**src/rtl/bus_sequencer_pkg.sv**
```systemverilog
// Shared types for the bus sequencer: region decode and cycle state.
// Optional IO timeout is enabled by defining BUS_TIMEOUT_EN.
package bus_sequencer_pkg;

  typedef enum logic [1:0] {
    BR_ROM  = 2'b00,
    BR_RAM  = 2'b01,
    BR_IO   = 2'b10,
    BR_NONE = 2'b11
  } t_bus_region;

  typedef enum logic [1:0] {
    BS_IDLE,
    BS_ACCESS,
    BS_COMPLETE,
    BS_ERROR
  } t_bus_state;

  localparam int CNT_W = 8;

endpackage

```
**src/rtl/bus_sequencer_if.sv**
```systemverilog
// Request side (from businterface) and memory side of the sequencer.
// master = sequencer view, slave = requester/device view.
interface bus_sequencer_if;
  logic [29:0] req_address;
  logic [31:0] req_data_out;
  logic [3:0]  req_data_strobes;
  logic        req_read;
  logic        req_write;
  logic        req_align_error;
  logic [31:0] req_data_in;
  logic        req_ready;
  logic        req_bus_error;
  logic [29:0] mem_address;
  logic [31:0] mem_data_out;
  logic [31:0] mem_data_in;
  logic [3:0]  mem_strobes;
  logic        mem_read;
  logic        mem_write;
  logic        mem_rom_select;
  logic        mem_ram_select;
  logic        mem_io_select;
  logic        io_ack;

  modport master (
    input  req_address, req_data_out, req_data_strobes,
    input  req_read, req_write, req_align_error,
    output req_data_in, req_ready, req_bus_error,
    output mem_address, mem_data_out, mem_strobes,
    output mem_read, mem_write,
    output mem_rom_select, mem_ram_select, mem_io_select,
    input  mem_data_in, io_ack
  );

  modport slave (
    output req_address, req_data_out, req_data_strobes,
    output req_read, req_write, req_align_error,
    input  req_data_in, req_ready, req_bus_error,
    input  mem_address, mem_data_out, mem_strobes,
    input  mem_read, mem_write,
    input  mem_rom_select, mem_ram_select, mem_io_select,
    output mem_data_in, io_ack
  );
endinterface

```
**src/rtl/bus_sequencer_decoder.sv**
```systemverilog
// Region decode from the top two byte-address bits.
module bus_address_decoder
  import bus_sequencer_pkg::*;
(
  input  logic [1:0]  addr_hi,
  output t_bus_region region
);
  assign region = t_bus_region'(addr_hi);
endmodule

```
**src/rtl/bus_sequencer.sv**
```systemverilog
// Timed bus cycles with wait states for ROM/RAM/IO behind businterface.
// Define BUS_TIMEOUT_EN to abort IO cycles after TIMEOUT_CYCLES without io_ack.
module bus_sequencer
  import bus_sequencer_pkg::*;
#(
  parameter int WAIT_ROM       = 1,
  parameter int WAIT_RAM       = 0,
  parameter int TIMEOUT_CYCLES = 255
) (
  input logic             clock,
  input logic             reset_n,
  bus_sequencer_if.master bus
);

  localparam logic [CNT_W-1:0] ROM_LD = CNT_W'(WAIT_ROM);
  localparam logic [CNT_W-1:0] RAM_LD = CNT_W'(WAIT_RAM);
`ifdef BUS_TIMEOUT_EN
  localparam logic [CNT_W-1:0] IO_LD  = CNT_W'(TIMEOUT_CYCLES - 1);
`else
  localparam logic [CNT_W-1:0] IO_LD  = '0;
`endif

  t_bus_state       state_q, state_d;
  t_bus_region      region, region_q;
  logic [29:0]      addr_q;
  logic [31:0]      data_q;
  logic [31:0]      rdata_q;
  logic [3:0]       strb_q;
  logic             write_q;
  logic [CNT_W-1:0] cnt_q, cnt_d;
  logic             latch, capture, req_err, acc;

  bus_address_decoder u_dec (
    .addr_hi (bus.req_address[29:28]),
    .region  (region)
  );

  assign req_err = bus.req_align_error
                 || (region == BR_NONE)
                 || (region == BR_ROM && bus.req_write)
                 || (bus.req_read && bus.req_write);

  always_comb begin
    state_d = state_q;
    cnt_d   = cnt_q;
    latch   = 1'b0;
    capture = 1'b0;
    unique case (state_q)
      BS_IDLE: begin
        if (bus.req_read || bus.req_write) begin
          latch = 1'b1;
          if (req_err) begin
            state_d = BS_ERROR;
          end else begin
            state_d = BS_ACCESS;
            unique case (1'b1)
              region == BR_ROM: cnt_d = ROM_LD;
              region == BR_RAM: cnt_d = RAM_LD;
              default:          cnt_d = IO_LD;
            endcase
          end
        end
      end
      BS_ACCESS: begin
        if (region_q == BR_IO) begin
          if (bus.io_ack) begin
            state_d = BS_COMPLETE;
            capture = !write_q;
          end
`ifdef BUS_TIMEOUT_EN
          else if (cnt_q == '0) begin
            state_d = BS_ERROR;
          end else begin
            cnt_d = cnt_q - 1'b1;
          end
`endif
        end else if (cnt_q == '0) begin
          state_d = BS_COMPLETE;
          capture = !write_q;
        end else begin
          cnt_d = cnt_q - 1'b1;
        end
      end
      default: state_d = BS_IDLE;
    endcase
  end

  always_ff @(posedge clock or negedge reset_n) begin
    if (!reset_n) begin
      state_q  <= BS_IDLE;
      region_q <= BR_ROM;
      addr_q   <= '0;
      data_q   <= '0;
      strb_q   <= '0;
      write_q  <= 1'b0;
      cnt_q    <= '0;
      rdata_q  <= '0;
    end else begin
      state_q <= state_d;
      cnt_q   <= cnt_d;
      if (latch) begin
        region_q <= region;
        addr_q   <= bus.req_address;
        data_q   <= bus.req_data_out;
        strb_q   <= bus.req_data_strobes;
        write_q  <= bus.req_write;
      end
      if (capture) rdata_q <= bus.mem_data_in;
    end
  end

  assign acc = (state_q == BS_ACCESS);

  assign bus.mem_address    = addr_q;
  assign bus.mem_data_out   = data_q;
  assign bus.mem_strobes    = acc ? strb_q : 4'b0000;
  assign bus.mem_read       = acc && !write_q;
  assign bus.mem_write      = acc && write_q;
  assign bus.mem_rom_select = acc && (region_q == BR_ROM);
  assign bus.mem_ram_select = acc && (region_q == BR_RAM);
  assign bus.mem_io_select  = acc && (region_q == BR_IO);
  assign bus.req_data_in    = rdata_q;
  assign bus.req_ready      = (state_q == BS_COMPLETE);
  assign bus.req_bus_error  = (state_q == BS_ERROR);

endmodule

```
**src/flat_wrapper.sv**
```systemverilog
// flat-port wrapper written by rule: the top's interface ports become plain ports
module bus_sequencer_flat import bus_sequencer_pkg::*;
#(
  parameter int WAIT_ROM       = 1,
  parameter int WAIT_RAM       = 0,
  parameter int TIMEOUT_CYCLES = 255
)
  (clock, reset_n, bus_req_address, bus_req_data_out, bus_req_data_strobes, bus_req_read, bus_req_write, bus_req_align_error, bus_req_data_in, bus_req_ready, bus_req_bus_error, bus_mem_address, bus_mem_data_out, bus_mem_strobes, bus_mem_read, bus_mem_write, bus_mem_rom_select, bus_mem_ram_select, bus_mem_io_select, bus_mem_data_in, bus_io_ack);
  bus_sequencer_if bus_i ();
  input logic clock;
  input logic reset_n;
  input wire logic [$bits(bus_i.req_address)-1:0] bus_req_address;
  input wire logic [$bits(bus_i.req_data_out)-1:0] bus_req_data_out;
  input wire logic [$bits(bus_i.req_data_strobes)-1:0] bus_req_data_strobes;
  input wire logic [$bits(bus_i.req_read)-1:0] bus_req_read;
  input wire logic [$bits(bus_i.req_write)-1:0] bus_req_write;
  input wire logic [$bits(bus_i.req_align_error)-1:0] bus_req_align_error;
  output wire logic [$bits(bus_i.req_data_in)-1:0] bus_req_data_in;
  output wire logic [$bits(bus_i.req_ready)-1:0] bus_req_ready;
  output wire logic [$bits(bus_i.req_bus_error)-1:0] bus_req_bus_error;
  output wire logic [$bits(bus_i.mem_address)-1:0] bus_mem_address;
  output wire logic [$bits(bus_i.mem_data_out)-1:0] bus_mem_data_out;
  output wire logic [$bits(bus_i.mem_strobes)-1:0] bus_mem_strobes;
  output wire logic [$bits(bus_i.mem_read)-1:0] bus_mem_read;
  output wire logic [$bits(bus_i.mem_write)-1:0] bus_mem_write;
  output wire logic [$bits(bus_i.mem_rom_select)-1:0] bus_mem_rom_select;
  output wire logic [$bits(bus_i.mem_ram_select)-1:0] bus_mem_ram_select;
  output wire logic [$bits(bus_i.mem_io_select)-1:0] bus_mem_io_select;
  input wire logic [$bits(bus_i.mem_data_in)-1:0] bus_mem_data_in;
  input wire logic [$bits(bus_i.io_ack)-1:0] bus_io_ack;
  assign bus_i.req_address = bus_req_address;
  assign bus_i.req_data_out = bus_req_data_out;
  assign bus_i.req_data_strobes = bus_req_data_strobes;
  assign bus_i.req_read = bus_req_read;
  assign bus_i.req_write = bus_req_write;
  assign bus_i.req_align_error = bus_req_align_error;
  assign bus_req_data_in = bus_i.req_data_in;
  assign bus_req_ready = bus_i.req_ready;
  assign bus_req_bus_error = bus_i.req_bus_error;
  assign bus_mem_address = bus_i.mem_address;
  assign bus_mem_data_out = bus_i.mem_data_out;
  assign bus_mem_strobes = bus_i.mem_strobes;
  assign bus_mem_read = bus_i.mem_read;
  assign bus_mem_write = bus_i.mem_write;
  assign bus_mem_rom_select = bus_i.mem_rom_select;
  assign bus_mem_ram_select = bus_i.mem_ram_select;
  assign bus_mem_io_select = bus_i.mem_io_select;
  assign bus_i.mem_data_in = bus_mem_data_in;
  assign bus_i.io_ack = bus_io_ack;
  bus_sequencer #(.WAIT_ROM(WAIT_ROM), .WAIT_RAM(WAIT_RAM), .TIMEOUT_CYCLES(TIMEOUT_CYCLES)) u_core (.clock(clock), .reset_n(reset_n), .bus(bus_i));
endmodule
```
**config.mk**
```make
export PLATFORM = sky130hd
export DESIGN_NAME = bus_sequencer_flat
export DESIGN_NICKNAME = d
export VERILOG_FILES = /design/src/rtl/bus_sequencer_pkg.sv /design/src/rtl/bus_sequencer_if.sv /design/src/rtl/bus_sequencer_decoder.sv /design/src/rtl/bus_sequencer.sv /design/src/flat_wrapper.sv
export SDC_FILE = /design/constraint.sdc
export NUM_CORES = 1
export LEC_CHECK = 0
export ABC_AREA = 1
export CAP_MARGIN = 25
export CORE_MARGIN = 8
export CORE_UTILIZATION = 38
export DETAILED_ROUTE_END_ITERATION = 10
export GPL_ROUTABILITY_DRIVEN = 0
export MAX_ROUTING_LAYER = met4
export PLACE_DENSITY = 0.86
export SYNTH_ARGS = -nofsm -noshare
export SYNTH_HDL_FRONTEND = slang
export SYNTH_HIERARCHICAL = 1
export SYNTH_SLANG_ARGS = --single-unit
```
**constraint.sdc**
```tcl
create_clock -name clock -period 1.5 [get_ports clock]
set_clock_uncertainty 0.05 [all_clocks]
set_input_delay 0.3 -clock clock [delete_from_list [all_inputs] [get_ports clock]]
set_output_delay 0.3 -clock clock [all_outputs]
set_load 0.02 [all_outputs]
```
==> impl_results.md, run 1 <==
- Failing checks: setup timing
- Final count of pins violating max slew: 0
- Yosys warns: 6
- Die area: 0.0161 mm2
- Dpl ws: -354 ps
- Slowest CP cell: dfrtp_1
- First-pass GRT wire length: 23,400 um
- RSZ-0062 raised after global routing: true
- TritonCTS Buffers: 9
- Vias: 4,000
- Number of H-tree levels: 3
- P_leak: 3.94 nW
- Cell count of the worst reg-to-reg path: 9
- Total gr overflow: 0
- Most common cell after layout, fill and taps aside: dfrtp_1
- CP Launch Type: flop
- Worst R2R Start: u_core/state_q[1]
- Synthesized flop and latch total: 111
- Yosys cell types: 26
- Largest net degree at the start of global routing: 46
- CTS sink cnt: 111
- Clk Latency, worst-skew pair: 340 ps
- Setup Total Neg Slack: -9530 ps
- Critical Path Fanout Max: 16
- Antenna violations before repair: 1
- Nets: 768
- MaxCap Viol Count: 0
- Worst IR Drop VDD: 1160 uV
- HP Class: in -> async
- Layout cells sized above 1: 0.303
- WP buf/inv: 4
- Area of the multi-input gates: 0.00202 mm2
- WS Path Type: reg -> reg
- Peak Freq: 0.590 GHz
- GRT Util Overall: 0.188
- IO Port Bufs: 208
- Clock slew at reported path FFs: 70 ps
- Crit path required time: 1690 ps
- CTS Buffer Depth: 2
- Worst path max stage delay: 390 ps
- Number of global-route vias before repair: 4,385
- I/O Pins: 209
- Syn Area/Cell: 11.5 um2
- Area growth syn-to-layout: 72.1%
- Pin slew with the least headroom to its limit: 404 ps
- Most frequent cells in the layout: 111 x dfrtp_1, 102 x clkdlybuf4s50_1, 93 x dlygate4sd2_1
- CTS tree: built
- Post-route insts no fill: 814
- Hpwl dp: 10,800 um
- # fillers: 888
- Syn Inst Count: 406
- Post-synth net total: 512
- Drt total wl: 15,400 um
- Tmin final: 1700 ps
- Register Area: 0.00278 mm2
- Antenna Nets Post-Route: 0
- CP endpoint kind: flop
- Crit path DAT: 1880 ps
- Status: finished, violations left
- DP Area: 0.00716 mm2
- DIE HEIGHT: 127 um
- Final Cycle Share: 1.13
- CTS Root Cell: clkbuf_16
- Initial Util: 0.390
- Die X-Extent: 127 um
- FF-to-FF End: u_core/bus.req_data_in[28]
- Cells along the critical path: inv_2 -> nand2_4 -> buf_6 -> buf_6 -> nor3_4 -> nand2_4 -> clkbuf_16 -> nand2_1 -> nand2_1
- First-pass iteration count of the detailed router: 4
- Vias/cell: 4.91
- Top cell family by delay on the critical path: simple AND/OR/NAND/NOR gates
- Cell Rows: 40
- R2R Setup Slk: -200 ps
- Synthesized area: 0.00469 mm2
- Power per Cell Area: 2300 mW/mm2
- Placed instance count: 774
- Final setup vio count: 115
- DRC viols: 0
- Core ar.: 0.0120 mm2
- WL per Instance: 18.9 um
- Slew margin rel.: 0.731
- Fin. Hold Viols: 0
- Finished Cell Area: 0.00807 mm2
- Seq/Total Area, Yosys: 0.593
- DR iter-0 viols: 222
- Final setup margin: -196 ps
-- area by class of cell --
| class | instances | share of cell area |
|---|---|---|
| diodes | 1 | 0.000310 |
| clock buffers | 11 | 0.0313 |
| clock inverters | 4 | 0.00667 |
| inverters | 16 | 0.00745 |
| multi-input cells | 259 | 0.251 |
| flip-flops and latches | 111 | 0.344 |
| well taps | 147 | 0.0228 |
| repair buffers | 265 | 0.336 |
-- worst max path at each step --
stage,start,to,slack (ps),cells past startpoint
floorplan,u_core/state_q[1],bus_mem_ram_select,-80,4
global placement,bus_req_write,u_core/bus.mem_data_out[0],-310,5
detailed placement,bus_req_address[29],u_core/cnt_q[3],-350,8
CTS,u_core/state_q[1],bus_mem_rom_select,-220,5
global route,u_core/state_q[1],u_core/bus.req_data_in[28],-260,9
finish,u_core/state_q[1],u_core/bus.req_data_in[28],-200,9
-- registers in the layout, summed over array words and instances, names as in the netlist --
| signal | flops |
|---|---|
| u_core/strb_q | 4 |
| u_core/bus.req_data_in | 32 |
| u_core/cnt_q | 8 |
| u_core/bus.mem_address | 30 |
| u_core/state_q | 2 |
| u_core/write_q | 1 |
| u_core/bus.mem_data_out | 32 |
| u_core/region_q | 2 |
-- synthesized netlist by cell type --
cell type | number | area share
a21oi_1 | 8 | 0.0085
a22oi_1 | 1 | 0.0016
buf_1 | 1 | 0.00080
buf_2 | 12 | 0.013
buf_4 | 2 | 0.0032
buf_6 | 6 | 0.014
dfrtp_1 | 111 | 0.59
ha_1 | 2 | 0.0053
inv_1 | 16 | 0.013
mux2_1 | 8 | 0.019
mux2_2 | 25 | 0.060
mux2_4 | 30 | 0.096
nand2_1 | 96 | 0.077
nand2_2 | 2 | 0.0027
nand3_1 | 40 | 0.043
nand3b_1 | 1 | 0.0016
nand4_1 | 1 | 0.0013
nor2_1 | 23 | 0.018
nor2_2 | 2 | 0.0027
nor3_1 | 2 | 0.0021
nor3_4 | 1 | 0.0035
o21ai_0 | 7 | 0.0075
o21ai_1 | 3 | 0.0032
o21ai_2 | 2 | 0.0037
o21bai_1 | 2 | 0.0032
or2_2 | 2 | 0.0027
-- repair_timing --
item,CTS,global route
hold buffers,1,0
cloned,7,4
hold endpoints to repair,28,0
buffers inserted,7,9
pin swaps,2,11
endpoints found under the setup margin,208,121
gates resized for setup,169,80
-- metrics by stage --
stage               power [mW]  hold slack [ps]  utilization
floorplan                 10.4            -45.6            -
global placement          14.6              199        0.596
detailed placement        15.0              209        0.596
CTS                       17.7              378        0.642
global route              19.6              417        0.671
finish                    18.6              373        0.671
-- per-layer routing --
metal,wire length (um),part of all wire,vias up,global-route usage
met5,0,0,-,-
met4,265,0.017,0,0.0616
met3,1440,0.094,23,0.0632
met2,7780,0.50,195,0.312
met1,5910,0.38,1932,0.211
li1,-,-,1850,-
-- cell families (layout without fill, tap and decap cells) --
logic type	after synthesis	after routing	share of synthesized area
fa+ha+maj	2	2	0.00534
compound gates	23	23	0.0278
flops	111	111	0.593
simple gates	170	171	0.155
buf+inv	37	296	0.0441
other cells	0	1	0
mux	63	63	0.175
-- report_power, final --
| group | switching (mW) | total (mW) | internal, mW |
|---|---|---|---|
| logic | 5.58 | 10.8 | 5.25 |
| registers | 0.870 | 5.31 | 4.44 |
| clock network | 1.04 | 2.42 | 1.38 |
| total | 7.49 | 18.6 | 11.1 |
Power figures use the tool's default switching activity.
==> inputs of run 2 (changes only) <==
- CORE_UTILIZATION: 38 -> 39
- CTS_BUF_LIST: not set -> sky130_fd_sc_hd__clkbuf_4
- PLACE_DENSITY: 0.86 -> 0.88
==> run 2 against run 1 <==
The run still ends with setup timing left; maximum frequency fell by 3.1%; total power rose by 5.2%; clock-buffer cell count fell by 2; global-route usage rose by 2.2 points; first-iteration DRC count rose by 32%; register-to-register slack got worse by 60 ps.
==> impl_results.md, run 2 (synthesized netlist as in run 1, its figures left out) <==
- Status: finished, violations left
- Failing checks: setup timing
- First-pass GRT wire length: 25,500 um (+9.0%)
- WL per Instance: 20.3 um (+7.2%)
- WS Path Type: reg -> out
- Crit path DAT: 1400 ps (-480 ps)
- DR iter-0 viols: 292 (+32%)
- Area of the multi-input gates: 0.00234 mm2 (+16%)
- Power per Cell Area: 2360 mW/mm2 (+2.7%)
- CTS Buffer Depth: 2 (unchanged)
- Hpwl dp: 10,800 um (+0.30%)
- Antenna violations before repair: 0 (-1)
- Core ar.: 0.0119 mm2 (-1.2%)
- DIE HEIGHT: 126 um (-1.1%)
- P_leak: 3.99 nW (+1.2%)
- Critical Path Fanout Max: 6 (-10)
- Placed instance count: 777 (+0.39%)
- Worst R2R Start: u_core/state_q[1]
- Initial Util: 0.395 (+0.00494)
- Switching power total: 8.41 mW (+12%)
- CP endpoint kind: output pin
- Final count of pins violating max slew: 0 (unchanged)
- Final Cycle Share: 1.17 (+0.0367)
- Most common cell after layout, fill and taps aside: dfrtp_1
- Peak Freq: 0.571 GHz (-3.1%)
- # fillers: 806 (-9.2%)
- MaxCap Viol Count: 0 (unchanged)
- Worst IR Drop VDD: 1180 uV (+0.87%)
- Seq pwr share: 0.272 (-0.014)
- # diodes: 0 (-1)
- CTS tree: built
- CP Launch Type: flop
- TritonCTS Buffers: 9 (unchanged)
- Final Util: 0.696 (+0.0247)
- Total gr overflow: 0 (unchanged)
- FF-to-FF End: u_core/bus.req_data_in[31]
- Cell count of the worst reg-to-reg path: 9 (unchanged)
- Number of global-route vias before repair: 4,704 (+7.3%)
- CTS sink cnt: 111 (unchanged)
- Logic gate share of total power: 0.643 (+0.060)
- Post-route insts no fill: 848 (+4.2%)
- Pin slew with the least headroom to its limit: 532 ps (+128 ps)
- RSZ-0062 raised after global routing: true
- Die area: 0.0158 mm2 (-2.2%)
- Vias/cell: 5.01 (+2.0%)
- Layout cells sized above 1: 0.565 (+0.262)
- Fin. Hold Viols: 0 (unchanged)
- IO Port Bufs: 208 (unchanged)
- CTS Root Cell: clkbuf_4
- GRT Util Overall: 0.210 (+0.0218)
- Clk Latency, worst-skew pair: 450 ps (+110 ps)
- Vias: 4,252 (+6.3%)
- Cell Rows: 40 (unchanged)
- Area growth syn-to-layout: 76.2%
- Tmin final: 1750 ps (+55.1 ps)
- Number of H-tree levels: 3 (unchanged)
- R2R Setup Slk: -250 ps (-60 ps)
- Clock slew at reported path FFs: 170 ps (+100 ps)
- Total Power: 19.5 mW (+5.2%)
- Most frequent cells in the layout: 109 x dfrtp_1, 102 x clkdlybuf4s50_1, 93 x buf_2
- Slew margin rel.: 0.645 (-0.0856)
- First-pass iteration count of the detailed router: 4 (unchanged)
- Nets: 802 (+4.4%)
- Clock power share: 0.086 (-0.044)
- Switching part of the total power: 0.431 (+0.0274)
- Int Pwr: 11.1 mW (+0.32%)
- Dpl ws: -321 ps (+32.9 ps)
- Crit path required time: 1150 ps (-540 ps)
- Die X-Extent: 126 um (-1.1%)
- HP Class: in -> async
- I/O Pins: 209 (unchanged)
- Final setup margin: -251 ps (-55.1 ps)
- Register Area: 0.00278 mm2 (about the same)
- Antenna Nets Post-Route: 0 (unchanged)
- Largest net degree at the start of global routing: 70 (+52%)
- DRC viols: 0 (unchanged)
- Drt total wl: 17,200 um (+12%)
- Final setup vio count: 120 (+4.3%)
-- run 2: cell type report --
class,instances,area share
flip-flops and latches,111,0.337
repair buffers,298,0.331
multi-input cells,260,0.283
well taps,147,0.0223
clock inverters,7,0.0112
clock buffers,9,0.00818
inverters,16,0.00727
-- run 2: worst max path at each step --
stage / start / to / cells past startpoint
6_report: u_core/state_q[1] / bus_mem_read / 4
5_1_grt: u_core/state_q[1] / bus_mem_read / 4
4_1_cts: u_core/state_q[1] / bus_mem_read / 4
3_5_place_dp: bus_req_write / u_core/bus.mem_data_out[20] / 4
3_3_place_gp: u_core/state_q[1] / bus_mem_rom_select / 4
2_1_floorplan: u_core/state_q[1] / bus_mem_ram_select / 4
-- run 2: critical path: stages, from the launching register on --
cell	delay, ps
dfrtp_1	420
inv_2	120
nand2_4	120
nor2_2	140
buf_4	160
-- run 2: through the flow --
stage	TNS, ps	cell area (um2)	hold WS, ps
floorplan	-170	4690	-45.6
global placement	-25630	7180	294
detailed placement	-30210	7180	295
CTS	-20210	7890	296
global route	-24210	8260	283
finish	-18860	8260	318
-- run 2: what timing repair did --
item,CTS,global route
hold buffers,1,0
gates resized for setup,501,134
pin swaps,15,37
endpoints found under the hold margin,111,0
buffers inserted,33,11
cloned,13,3
endpoints found under the setup margin,204,143
-- run 2: layer usage --
metal  part of all wire  vias to the layer above  GRT usage
met5                  0                        -          -
met1               0.39                     2113      0.228
met4              0.028                        0     0.0817
met3              0.057                       37     0.0498
li1                   -                     1915          -
met2               0.53                      187      0.367
-- run 2: power by group through the flow --
stage                     Sequential, mW  Combinational, mW  Clock (mW)
after global placement              5.18               9.52           0
after detailed placement            5.28               9.81           0
after global routing                5.46               13.2        1.86
after floorplan                     6.76               3.67           0
after CTS                           5.22               11.2        1.72
final                               5.30               12.5        1.67
